<file path="config.mk">
export PLATFORM = sky130hd
export DESIGN_NAME = calc_sequencer
export DESIGN_NICKNAME = d
export VERILOG_FILES = /design/src/rtl/calc_pkg.sv /design/src/rtl/calc_wr_pointer.sv /design/src/rtl/calc_sequencer.sv
export SDC_FILE = /design/constraint.sdc
export NUM_CORES = 1
export LEC_CHECK = 0
export CORE_AREA = 2 2 109 111
export DETAILED_ROUTE_END_ITERATION = 7
export DIE_AREA = 0 0 111 113
export MAX_ROUTING_LAYER = met4
export PLACE_DENSITY = 0.85
export SYNTH_ARGS = -nofsm -noshare
export SYNTH_HDL_FRONTEND = slang
export SYNTH_SLANG_ARGS = --single-unit
</file>
<file path="constraint.sdc">
create_clock -name Clk -period 2.4 [get_ports Clk]
set_input_delay 0.24 -clock Clk [delete_from_list [all_inputs] [get_ports Clk]]
set_output_delay 0.24 -clock Clk [all_outputs]
set_load 0.01 [all_outputs]
</file>
<file path="src/rtl/calc_pkg.sv">
// Shared types and constants for the calc sequencer: FSM states, ALU opcodes,
// 32-bit record field layout and memory direction encodings.
package calc_pkg;

  typedef enum logic [2:0] {
    ST_IDLE      = 3'd0,
    ST_EXEC      = 3'd1,
    ST_WRITE     = 3'd2,
    ST_READ      = 3'd3,
    ST_READ_WAIT = 3'd4,
    ST_DONE      = 3'd5
  } calc_state_t;

  localparam logic [3:0] OP_ADD  = 4'h0;
  localparam logic [3:0] OP_SUB  = 4'h1;
  localparam logic [3:0] OP_INC  = 4'h2;
  localparam logic [3:0] OP_DEC  = 4'h3;
  localparam logic [3:0] OP_SHL  = 4'h4;
  localparam logic [3:0] OP_SHR  = 4'h5;
  localparam logic [3:0] OP_AND  = 4'h6;
  localparam logic [3:0] OP_OR   = 4'h7;
  localparam logic [3:0] OP_XOR  = 4'h8;
  localparam logic [3:0] OP_NOT  = 4'h9;
  localparam logic [3:0] OP_NAND = 4'hA;
  localparam logic [3:0] OP_NOR  = 4'hB;

  localparam int REC_WIDTH    = 32;
  localparam int REC_A_LSB    = 0;
  localparam int REC_A_W      = 8;
  localparam int REC_B_LSB    = 8;
  localparam int REC_B_W      = 8;
  localparam int REC_OUT_LSB  = 16;
  localparam int REC_OUT_W    = 8;
  localparam int REC_SEL_LSB  = 24;
  localparam int REC_SEL_W    = 4;
  localparam int REC_FLAG_LSB = 28;
  localparam int REC_FLAG_W   = 4;

  localparam logic MEM_WRITE = 1'b1;
  localparam logic MEM_READ  = 1'b0;

  function automatic logic [REC_WIDTH-1:0] pack_record(
    input logic [REC_FLAG_W-1:0] flag,
    input logic [REC_SEL_W-1:0]  sel,
    input logic [REC_OUT_W-1:0]  res,
    input logic [REC_B_W-1:0]    b,
    input logic [REC_A_W-1:0]    a
  );
    logic [REC_WIDTH-1:0] rec;
    rec = '0;
    rec[REC_FLAG_LSB +: REC_FLAG_W] = flag;
    rec[REC_SEL_LSB  +: REC_SEL_W]  = sel;
    rec[REC_OUT_LSB  +: REC_OUT_W]  = res;
    rec[REC_B_LSB    +: REC_B_W]    = b;
    rec[REC_A_LSB    +: REC_A_W]    = a;
    return rec;
  endfunction

endpackage

</file>
<file path="src/rtl/calc_wr_pointer.sv">
// Record write pointer: increments by one per accepted write, wraps modulo 2^WIDTH,
// and raises a sticky flag the first time it wraps; cleared only by reset.
module calc_wr_pointer #(
  parameter int WIDTH = 8
) (
  input  logic             Clk,
  input  logic             Reset,
  input  logic             i_inc,
  output logic [WIDTH-1:0] o_ptr,
  output logic             o_wrapped
);

  logic [WIDTH-1:0] r_ptr;
  logic             r_wrapped;

  always_ff @(posedge Clk or negedge Reset) begin
    if (!Reset) begin
      r_ptr     <= '0;
      r_wrapped <= 1'b0;
    end else if (i_inc) begin
      r_ptr <= r_ptr + WIDTH'(1);
      if (&r_ptr) r_wrapped <= 1'b1;
    end
  end

  assign o_ptr     = r_ptr;
  assign o_wrapped = r_wrapped;

endmodule

</file>
<file path="src/rtl/calc_sequencer.sv">
// Drives the ALU, logs {flag,sel,out,b,a} records to memory at an auto-incrementing
// pointer, or reads one back; Start to Done is 3 cycles, Start while Busy is dropped.
module calc_sequencer
  import calc_pkg::*;
#(
  parameter int ADDR_WIDTH = 8,
  parameter int DATA_WIDTH = 32,
  parameter int OP_WIDTH   = 8
) (
  input  logic                  Clk,
  input  logic                  Reset,
  input  logic                  Start,
  input  logic                  Mode,
  input  logic [OP_WIDTH-1:0]   InA,
  input  logic [OP_WIDTH-1:0]   InB,
  input  logic [3:0]            InSel,
  input  logic [ADDR_WIDTH-1:0] RdAddr,
  output logic [OP_WIDTH-1:0]   AluA,
  output logic [OP_WIDTH-1:0]   AluB,
  output logic [3:0]            AluSel,
  input  logic [OP_WIDTH-1:0]   AluOut,
  input  logic [3:0]            AluFlag,
  output logic [DATA_WIDTH-1:0] MemDin,
  output logic [ADDR_WIDTH-1:0] MemAddr,
  output logic                  MemR_W,
  output logic                  MemValid,
  input  logic [DATA_WIDTH-1:0] MemDout,
  output logic                  Busy,
  output logic                  Done,
  output logic [OP_WIDTH-1:0]   ResultOut,
  output logic [3:0]            FlagOut,
  output logic [DATA_WIDTH-1:0] RecordOut,
  output logic [ADDR_WIDTH-1:0] WrPtr,
  output logic                  Wrapped
);

  calc_state_t           r_state;
  logic [OP_WIDTH-1:0]   r_alu_a;
  logic [OP_WIDTH-1:0]   r_alu_b;
  logic [3:0]            r_alu_sel;
  logic [DATA_WIDTH-1:0] r_mem_din;
  logic [ADDR_WIDTH-1:0] r_mem_addr;
  logic [OP_WIDTH-1:0]   r_result;
  logic [3:0]            r_flag;
  logic [DATA_WIDTH-1:0] r_record;

  logic [ADDR_WIDTH-1:0] w_wr_ptr;
  logic                  w_wrapped;
  logic                  w_ptr_inc;

  assign w_ptr_inc = (r_state == ST_WRITE);

  calc_wr_pointer #(.WIDTH(ADDR_WIDTH)) u_wr_pointer (
    .Clk       (Clk),
    .Reset     (Reset),
    .i_inc     (w_ptr_inc),
    .o_ptr     (w_wr_ptr),
    .o_wrapped (w_wrapped)
  );

  // Strobes come straight off the state register, so an async reset kills them at once.
  assign MemValid = (r_state == ST_WRITE) || (r_state == ST_READ);
  assign MemR_W   = (r_state == ST_WRITE) ? MEM_WRITE : MEM_READ;
  assign Busy     = (r_state != ST_IDLE);
  assign Done     = (r_state == ST_DONE);

  always_ff @(posedge Clk or negedge Reset) begin
    if (!Reset) begin
      r_state    <= ST_IDLE;
      r_alu_a    <= '0;
      r_alu_b    <= '0;
      r_alu_sel  <= '0;
      r_mem_din  <= '0;
      r_mem_addr <= '0;
      r_result   <= '0;
      r_flag     <= '0;
      r_record   <= '0;
    end else begin
      case (r_state)
        ST_IDLE: begin
          if (Start) begin
            if (Mode) begin
              r_mem_addr <= RdAddr;
              r_state    <= ST_READ;
            end else begin
              r_alu_a   <= InA;
              r_alu_b   <= InB;
              r_alu_sel <= InSel;
              r_state   <= ST_EXEC;
            end
          end
        end
        ST_EXEC: begin
          r_result   <= AluOut;
          r_flag     <= AluFlag;
          r_mem_din  <= pack_record(AluFlag, r_alu_sel, AluOut, r_alu_b, r_alu_a);
          r_mem_addr <= w_wr_ptr;
          r_state    <= ST_WRITE;
        end
        ST_WRITE: begin
          r_record <= r_mem_din;
          r_state  <= ST_DONE;
        end
        ST_READ: begin
          r_state <= ST_READ_WAIT;
        end
        ST_READ_WAIT: begin
          r_record <= MemDout;
          r_result <= MemDout[REC_OUT_LSB +: REC_OUT_W];
          r_flag   <= MemDout[REC_FLAG_LSB +: REC_FLAG_W];
          r_state  <= ST_DONE;
        end
        ST_DONE: begin
          r_state <= ST_IDLE;
        end
        default: r_state <= ST_IDLE;
      endcase
    end
  end

  assign AluA      = r_alu_a;
  assign AluB      = r_alu_b;
  assign AluSel    = r_alu_sel;
  assign MemDin    = r_mem_din;
  assign MemAddr   = r_mem_addr;
  assign ResultOut = r_result;
  assign FlagOut   = r_flag;
  assign RecordOut = r_record;
  assign WrPtr     = w_wr_ptr;
  assign Wrapped   = w_wrapped;

endmodule

</file>
* After elaboration in Yosys (flattened, before gate mapping)
Cells that the tools add are included.
** Word-level totals
- Flip-flop bits (word level) :: 116
- Output and inout bits :: 117
- Logic and storage cells :: 40
- Input bits :: 76
** Operators by class
- Bitwise operators :: 1
- Add/sub/neg operators :: 1
- Reduce and logical (&&, ||, !) cells :: 10
- Eq/ne operators :: 7
- Multiplexer cells :: 10
** Operators by type and width (number)
- $pmux W32 S2 :: 1
- $pmux W8 S2 :: 2
- $mux W8 :: 2
- $pmux W3 S4 :: 1
- $reduce_and A9 Y1 :: 1
- $add A8 B1 Y8 const B :: 1
- $pmux W4 S2 :: 1
- $eq A3 B2 Y1 const B :: 2
- $eq A3 B3 Y1 const B :: 2
- $reduce_and A3 Y1 :: 2
- $reduce_bool A2 Y1 :: 3
- $ne A2 B2 Y1 const B :: 2
- $eq A3 B1 Y1 const B :: 1
- $logic_not A3 Y1 :: 1
- $mux W3 :: 1
- $reduce_bool A3 Y1 :: 1
- $mux W2 :: 1
- $reduce_or A2 Y1 :: 1
- $logic_or A1 B1 Y1 :: 1
- $mux W1 :: 1
- $not A1 Y1 :: 1

* Longest topological paths before layout
Gate-level depths: netlist of run 1.
- Depth after elaboration :: 3
- Gate-level depth with buffers :: 8
- Depth with buffers taken out :: 4

* By module
A second synthesis of run 1 with hierarchy kept.
** Unflattened totals
- Cells, all modules :: 353
- Area, all modules :: 4853.4 um2
** By module, submodules not included
- calc_sequencer :: cells each 325, area each 4483.0 um2, sequential area each 2677.6 um2, times used 1
- calc_wr_pointer :: cells each 28, area each 370.4 um2, sequential area each 225.2 um2, times used 1

* Worst setup path before layout of run 1
OpenSTA, ideal clock, no wires.
- Path type :: register to register
- From :: register r_state[1]
- To :: register r_alu_a[0], in the netlist AluA[0]
- Path slack :: 534 ps
- Path buffers :: 2
- Arrival :: 1741 ps
- Data required time :: 2275 ps
- Cell stages (with the launch flop) :: 6
- Clock period less this slack :: 1866 ps
- Setup time :: 125 ps
- Cells stage by stage :: dfrtp_1 -> buf_6 -> or3_4 -> or3b_4 -> buf_6 -> mux2_4
** Between the ends
- Longest elaborated chain between the ends :: 2
** RTL lines
- from (decl) :: line calc_sequencer.sv:37 : calc_state_t r_state;
- from (signal assigned) :: line calc_sequencer.sv:69 : r_state <= ST_IDLE;
- from (signal assigned) :: line calc_sequencer.sv:84 : r_state <= ST_READ;
- from (signal assigned) :: line calc_sequencer.sv:89 : r_state <= ST_EXEC;
- $logic_not A3 Y1 :: line calc_sequencer.sv:79 : case (r_state)
- $reduce_and A3 Y1 (no source line)
- to (signal assigned) :: line calc_sequencer.sv:86 : r_alu_a <= InA;
- to (decl) :: line calc_sequencer.sv:38 : logic [OP_WIDTH-1:0] r_alu_a;
Every way passes these cells.
A chain may end at the register's enable or synchronous reset.

* Worst setup path in the final report of run 1
- From :: register r_state[1]
- To :: output Busy
** Between the ends
- Longest elaborated chain between the ends :: 1
** RTL lines
- $reduce_bool A3 Y1 :: line calc_sequencer.sv:64 : assign Busy = (r_state != ST_IDLE);
- to (decl) :: line calc_sequencer.sv:28 : output logic Busy,
Every way passes these cells.

==> results of run 1 <==
[per-stage QoR]
stage          instances  hold WS (ps)  utilization, %
4_1_cts              706         311.0           67.72
3_3_place_gp         673         185.9           61.87
3_5_place_dp         673         187.1           61.87
2_1_floorplan        348        -55.59               -
5_1_grt              706         341.5           67.74
6_report             706         303.2           67.74
[sequential cells by signal, summed over array words and instances, names as in the netlist]
signal                  flops
AluA                        8
AluB                        8
AluSel                      4
FlagOut                     4
MemAddr                     8
MemDin                     32
RecordOut                  32
ResultOut                   8
r_state                     3
u_wr_pointer.o_ptr          8
u_wr_pointer.o_wrapped      1
[per-layer routing]
| layer | routed length, um | GRT usage (%) |
|---|---|---|
| met1 | 5327 | 24.33 |
| met2 | 6866 | 36.89 |
| met3 | 670 | 4.660 |
| met4 | 269 | 8.583 |
| met5 | 0 | - |
[worst paths after layout]
path,start,end,cells past startpoint
min in group Clk,MemDout[19],RecordOut[19],2
setup / recovery,r_state[1],Busy,2
max in group asynchronous,Reset,r_state[1],3
hold / removal,Reset,ResultOut[2],2
hold reg to reg,RecordOut[9],RecordOut[9],1
setup reg to reg,r_state[1],AluB[5],3
[cells in the final DEF (no fill, tap or decap), types with 2 or more instances in the layout]
master             n
clkinv_2           4
mux2_2            48
bufinv_16          4
nor2_1             3
a21o_1            32
xnor2_1            4
clkdlybuf4s50_1  190
a21oi_1           13
mux2_4            20
dfrtp_1          115
nor3_1             2
buf_4             14
a2bb2oi_1         12
xor2_1             3
and3_1             2
a22o_1            32
nand4_1            2
nand2_1           19
clkbuf_16         17
clkbuf_8           5
[worst reg2reg max path, stage by stage, from the launching register on]
cell	delay, ps
dfrtp_2	480
or3_4	410
or3b_4	600
mux2_4	370
[cell type report]
type	count	share of cell area, %
Sequential cell	116	38.03
Inverter	1	0.08193
Clock buffer	23	6.521
Clock inverter	9	1.933
Multi-Input combinational cell	207	24.25
Timing Repair Buffer	207	26.84
Tap cell	143	2.343
[logic make-up after synthesis]
| group | count (synthesis) |
|---|---|
| buffers and inverters | 25 |
| AO/OA/AOI/OAI | 91 |
| multiplexers | 68 |
| flip-flops | 116 |
| XOR/XNOR | 7 |
| AND/OR/NAND/NOR | 40 |
| adder cells (fa/ha/maj) | 1 |
[power groups by stage]
stage | Sequential, mW | Combinational (mW) | Clock [mW]
after floorplan | 3.93 | 2.23 | 0
after global placement | 3.64 | 5.05 | 0
after detailed placement | 3.69 | 5.20 | 0
after CTS | 3.68 | 5.23 | 2.75
after global routing | 3.79 | 5.50 | 2.85
final | 3.67 | 5.17 | 2.72
[timing repair]
item / 4_1_cts / 5_1_grt
hold buffers: 1 / 0
gates resized for setup: 2 / 1
hold endpoints to repair: 28 / 0
gates cloned: 0 / 0
endpoints found under the setup margin: 1 / 1
==> impl_metrics.tcl, run 1 <==
set metrics [dict create \
    grt_overflow 0 \
    area_growth_pct 56.89 \
    multi_input_area_um2 1852 \
    synth_most_common_cell "dfrtp_1" \
    max_freq_ghz 0.4864 \
    syn_nets 425 \
    dieArea_um2 12540 \
    start_kind "register" \
    setup_viol 0 \
    cts_root_buffer "clkbuf_16" \
    synthTopCellsByArea "dfrtp_1 (60%), mux2_2 (11%), mux2_4 (6.2%), a22o_1 (5.8%), a21o_1 (4.9%)" \
    syn_inst 348 \
    crit_buf_inv 1 \
    initial_core_util_pct 43.18 \
    first_iter_violations 155 \
    arrival_ps 1820 \
    port_buffers 192 \
    grt_pass1_wl_mm 20.44 \
    hp-class "input port to async pin" \
    critPathKind "register to primary output" \
    grt_max_degree 65 \
    grt_pass1_vias 4010 \
    synth_xor_xnor_area_share_pct 1.260 \
    yosys.area.top_type "dfrtp_1" \
    core_area_um2 11270 \
    io_pins 193 \
    grt_use_total_pct 21.34 \
    worstPathRequired_ps 2160 \
    grt_setup_unrepaired "no" \
    critical-path-max-stage-delay_ps 520 \
    yosys.cell_types.count 33 \
    antenna_cells 0 \
    die-width_um 111 \
    synth_top_family_by_area "multiplexers" \
    wl_per_cell_um 18.60 \
    slowest_stage "clkdlybuf4s50_1" \
    drt-pass1-iter-count 4 \
    fillers 838 \
    end_kind "primary output" \
    synth_compound_area_share_pct 14.55 \
    synth_commonest_cells "dfrtp_1 (116), mux2_2 (48), a21o_1 (32), a22o_1 (32), mux2_4 (20)" \
    fin_nets 627 \
    ir_worst_vdd_mv 0.7637 \
    placed_area_um2 6974 \
    seqPwrFrac_pct 31.8 \
    insertion_delay_ps 400 \
    gp_congestion 0.7857 \
    power_mw 11.56 \
    min_period_ps 2056 \
    worst_slack_ps 344.0 \
    ctsHtreeMaxLevel 4 \
    postCtsSetupBuffers 0 \
    fin_setup_tns_ps 0 \
    relSlewSlack_pct 44.71 \
    r2r_slack_ps 410 \
    status "complete, no violations" \
    power_density_nw_per_um2 1514 \
    swShare_pct 31.41 \
    routed_wl_mm 13.13 \
    comb_power_share_pct 44.7 \
    synth-adder-area-share_pct 0.2571 \
    synth_edf_count 0 \
    p_sw_mw 3.632 \
    vias_per_cell 5.239 \
    synthesis.area_um2 4867 \
    p_int_mw 7.931 \
    post-dp-hpwl_mm 9.491 \
    hold_viol_final 0 \
    die_y_um 113 \
    cts_tree "done" \
    seqCellArea_um2 2904 \
    ys_warn_count 0 \
    stdcell_area_um2 7636 \
    drv_cap 0 \
    ys_seq_area_share_pct 59.64 \
    slew_violations 0 \
    muxShareOfSynthArea_pct 17.28 \
    place_ws_ps 297.7 \
    ys_ff_latch 116 \
    clock_power_share_pct 23.5 \
    synth.avg_cell_area_um2 13.99 \
    drc_errors 0 \
    yosysTopAreaCellShare_pct 59.64 \
    worst_slew_pin_slew_ps 828.4 \
    leakagePower_nw 3.562 \
    dr_total_vias 3699 \
    synthArstFlopShare_pct 100.0 \
    crit_chain "or3_4 > clkdlybuf4s50_1" \
    skew_ps 6.965 \
    cts_buffers 17 \
    synth_flop_cell "dfrtp_1" \
    clock_sinks 116 \
    drive_above_1_share_pct 21.85 \
    crit_fanout 10 \
    period_share_pct 85.66 \
    ant_nets 0 \
    clockBufferDepth 2 \
    cp_top_family "buffers and inverters" \
    antenna_found_initial 0 \
    rows 39 \
    path_clk_slew_ps 50 \
    synth_simple_gate_area_share_pct 4.422 \
]
Power figures use the tool's default switching activity.
==> run 2, diff against run 1 <==
--- a/config.mk
+++ b/config.mk
@@ -5,11 +5,11 @@
 export SDC_FILE = /design/constraint.sdc
 export NUM_CORES = 1
 export LEC_CHECK = 0
-export CORE_AREA = 2 2 109 111
+export CORE_AREA = 2 2 114 116
 export DETAILED_ROUTE_END_ITERATION = 7
-export DIE_AREA = 0 0 111 113
+export DIE_AREA = 0 0 116 118
 export MAX_ROUTING_LAYER = met4
-export PLACE_DENSITY = 0.85
+export PLACE_DENSITY = 0.79
 export SYNTH_ARGS = -nofsm -noshare
 export SYNTH_HDL_FRONTEND = slang
 export SYNTH_SLANG_ARGS = --single-unit
==> run 2 against run 1 <==
Final cell count rose by 3.7%. Cell area rose by 0.13%. Routed wire length rose by 0.46%. Register-to-register slack got worse by 40 ps.
==> impl_metrics.tcl, run 2 (synthesis results as in run 1) <==
set metrics [dict create \
    grt_setup_unrepaired "no" \
    ant_nets 0 \
    hp-class "input port to async pin" \
    drv_cap 0 \
    first_iter_violations 179 \
    power_density_nw_per_um2 1513 \
    worst_r2r_endpoint "AluSel[2]" \
    clockBufferDepth 2 \
    p_sw_mw 3.656 \
    max_freq_ghz 0.4369 \
    initial_core_util_pct 39.21 \
    antenna_cells 0 \
    cts_root_buffer "clkbuf_16" \
    ff2ff_path_depth 3 \
    die-width_um 116 \
    grt_pass1_wl_mm 20.93 \
    die_y_um 118 \
    post-dp-hpwl_mm 9.312 \
    clock_power_share_pct 23.5 \
    most-common-layout-cells "clkdlybuf4s50_1 (191), dfrtp_1 (116), mux2_2 (48), a22o_1 (32), a21o_1 (32)" \
    layout_commonest_cell "clkdlybuf4s50_1" \
    grt_pass1_vias 3973 \
    worst_slew_pin_slew_ps 976.1 \
    status "complete, no violations" \
    io_pins 193 \
    critPathKind "register to primary output" \
    antenna_found_initial 0 \
    min_period_ps 2289 \
    slew_violations 0 \
    core_area_um2 12410 \
    fin_setup_tns_ps 0 \
    cts_tree "done" \
    drc_errors 0 \
    path_clk_slew_ps 60 \
    cp-startpoint "r_state[1]" \
    arrival_ps 2050 \
    dieArea_um2 13690 \
    instances_no_fill 732 \
    swShare_pct 31.61 \
    area_growth_pct 57.10 \
    insertion_delay_ps 400 \
    drive_above_1_share_pct 20.71 \
    grt_max_degree 56 \
    grt_use_total_pct 20.48 \
    vias_per_cell 5.109 \
    skew_ps 8.457 \
    rows 41 \
    dr_total_vias 3740 \
    cts_buffers 17 \
    worstPathRequired_ps 2160 \
    ctsHtreeMaxLevel 4 \
    r2r_slack_ps 370 \
    wl_per_cell_um 18.03 \
    dp.cells 700 \
    seqPwrFrac_pct 31.8 \
    drt-pass1-iter-count 4 \
    fillers 1003 \
    relSlewSlack_pct 34.69 \
    clock_sinks 116 \
    fin_nets 625 \
    p_int_mw 7.912 \
    setup_viol 0 \
    hold_viol_final 0 \
    leakagePower_nw 3.523 \
    gp_congestion 0.7816 \
    end_kind "primary output" \
    period_share_pct 95.37 \
    grt_overflow 0 \
    start_kind "register" \
    comb_power_share_pct 44.7 \
    routed_wl_mm 13.20 \
    port_buffers 192 \
    crit_fanout 10 \
    r2r-start "r_state[1]" \
    ir_worst_vdd_mv 0.7310 \
]
## run 2: per-stage QoR
step	setup WS (ps)	utilization (%)	power [mW]	hold slack, ps	instance area [um^2]
5_1_grt	35.98	61.59	12.20	348.7	7646
2_1_floorplan	534.2	-	6.164	-55.59	4867
4_1_cts	91.63	61.59	11.69	324.4	7646
6_report	111.1	61.59	11.57	320.0	7646
3_3_place_gp	435.3	56.43	8.700	192.7	7005
3_5_place_dp	382.0	56.43	8.909	204.2	7005
## run 2: area by class of cell
type | count | area [um^2] | share of cell area (%)
inverter | 1 | 3.754 | 0.04909
sequential | 116 | 2903 | 37.96
clock inverter | 10 | 180.2 | 2.356
timing repair buffer | 205 | 2044 | 26.74
multi-input combinational | 207 | 1849 | 24.19
tap | 172 | 215.2 | 2.815
clock buffer | 21 | 450.4 | 5.891
## run 2: worst max-delay path, stage by stage, from the launching register on
cell             delay, ps
dfrtp_1                560
or3b_1                 420
inv_2                   90
clkdlybuf4s50_1        580
## run 2: power groups by stage
stage | Sequential, mW | Clock (mW) | Combinational, mW
3_3_place_gp | 3.64 | 0 | 5.06
6_report | 3.68 | 2.72 | 5.17
5_1_grt | 3.81 | 2.85 | 5.53
3_5_place_dp | 3.70 | 0 | 5.21
4_1_cts | 3.69 | 2.76 | 5.24
2_1_floorplan | 3.93 | 0 | 2.23
## run 2: metal layers
layer	GRT usage (%)	up-vias	part of all wire [%]
met5	-	-	0
met4	7.887	0	2.7
met3	4.737	30	6.2
met2	33.37	171	50
met1	24.59	1860	41
li1	-	1679	-
## run 2: repair_timing
item	CTS	global route
hold buffers	1	0
endpoints found under the hold margin	29	0
setup buffers	0	0
gates resized for setup	0	0
## run 2: how the worst max path moves through the flow
stage,end,cells past startpoint
floorplan,AluA[0],5
detailed placement,AluSel[2],3
finish,MemR_W,3
CTS,MemR_W,3
global placement,AluA[0],3
global route,MemR_W,3
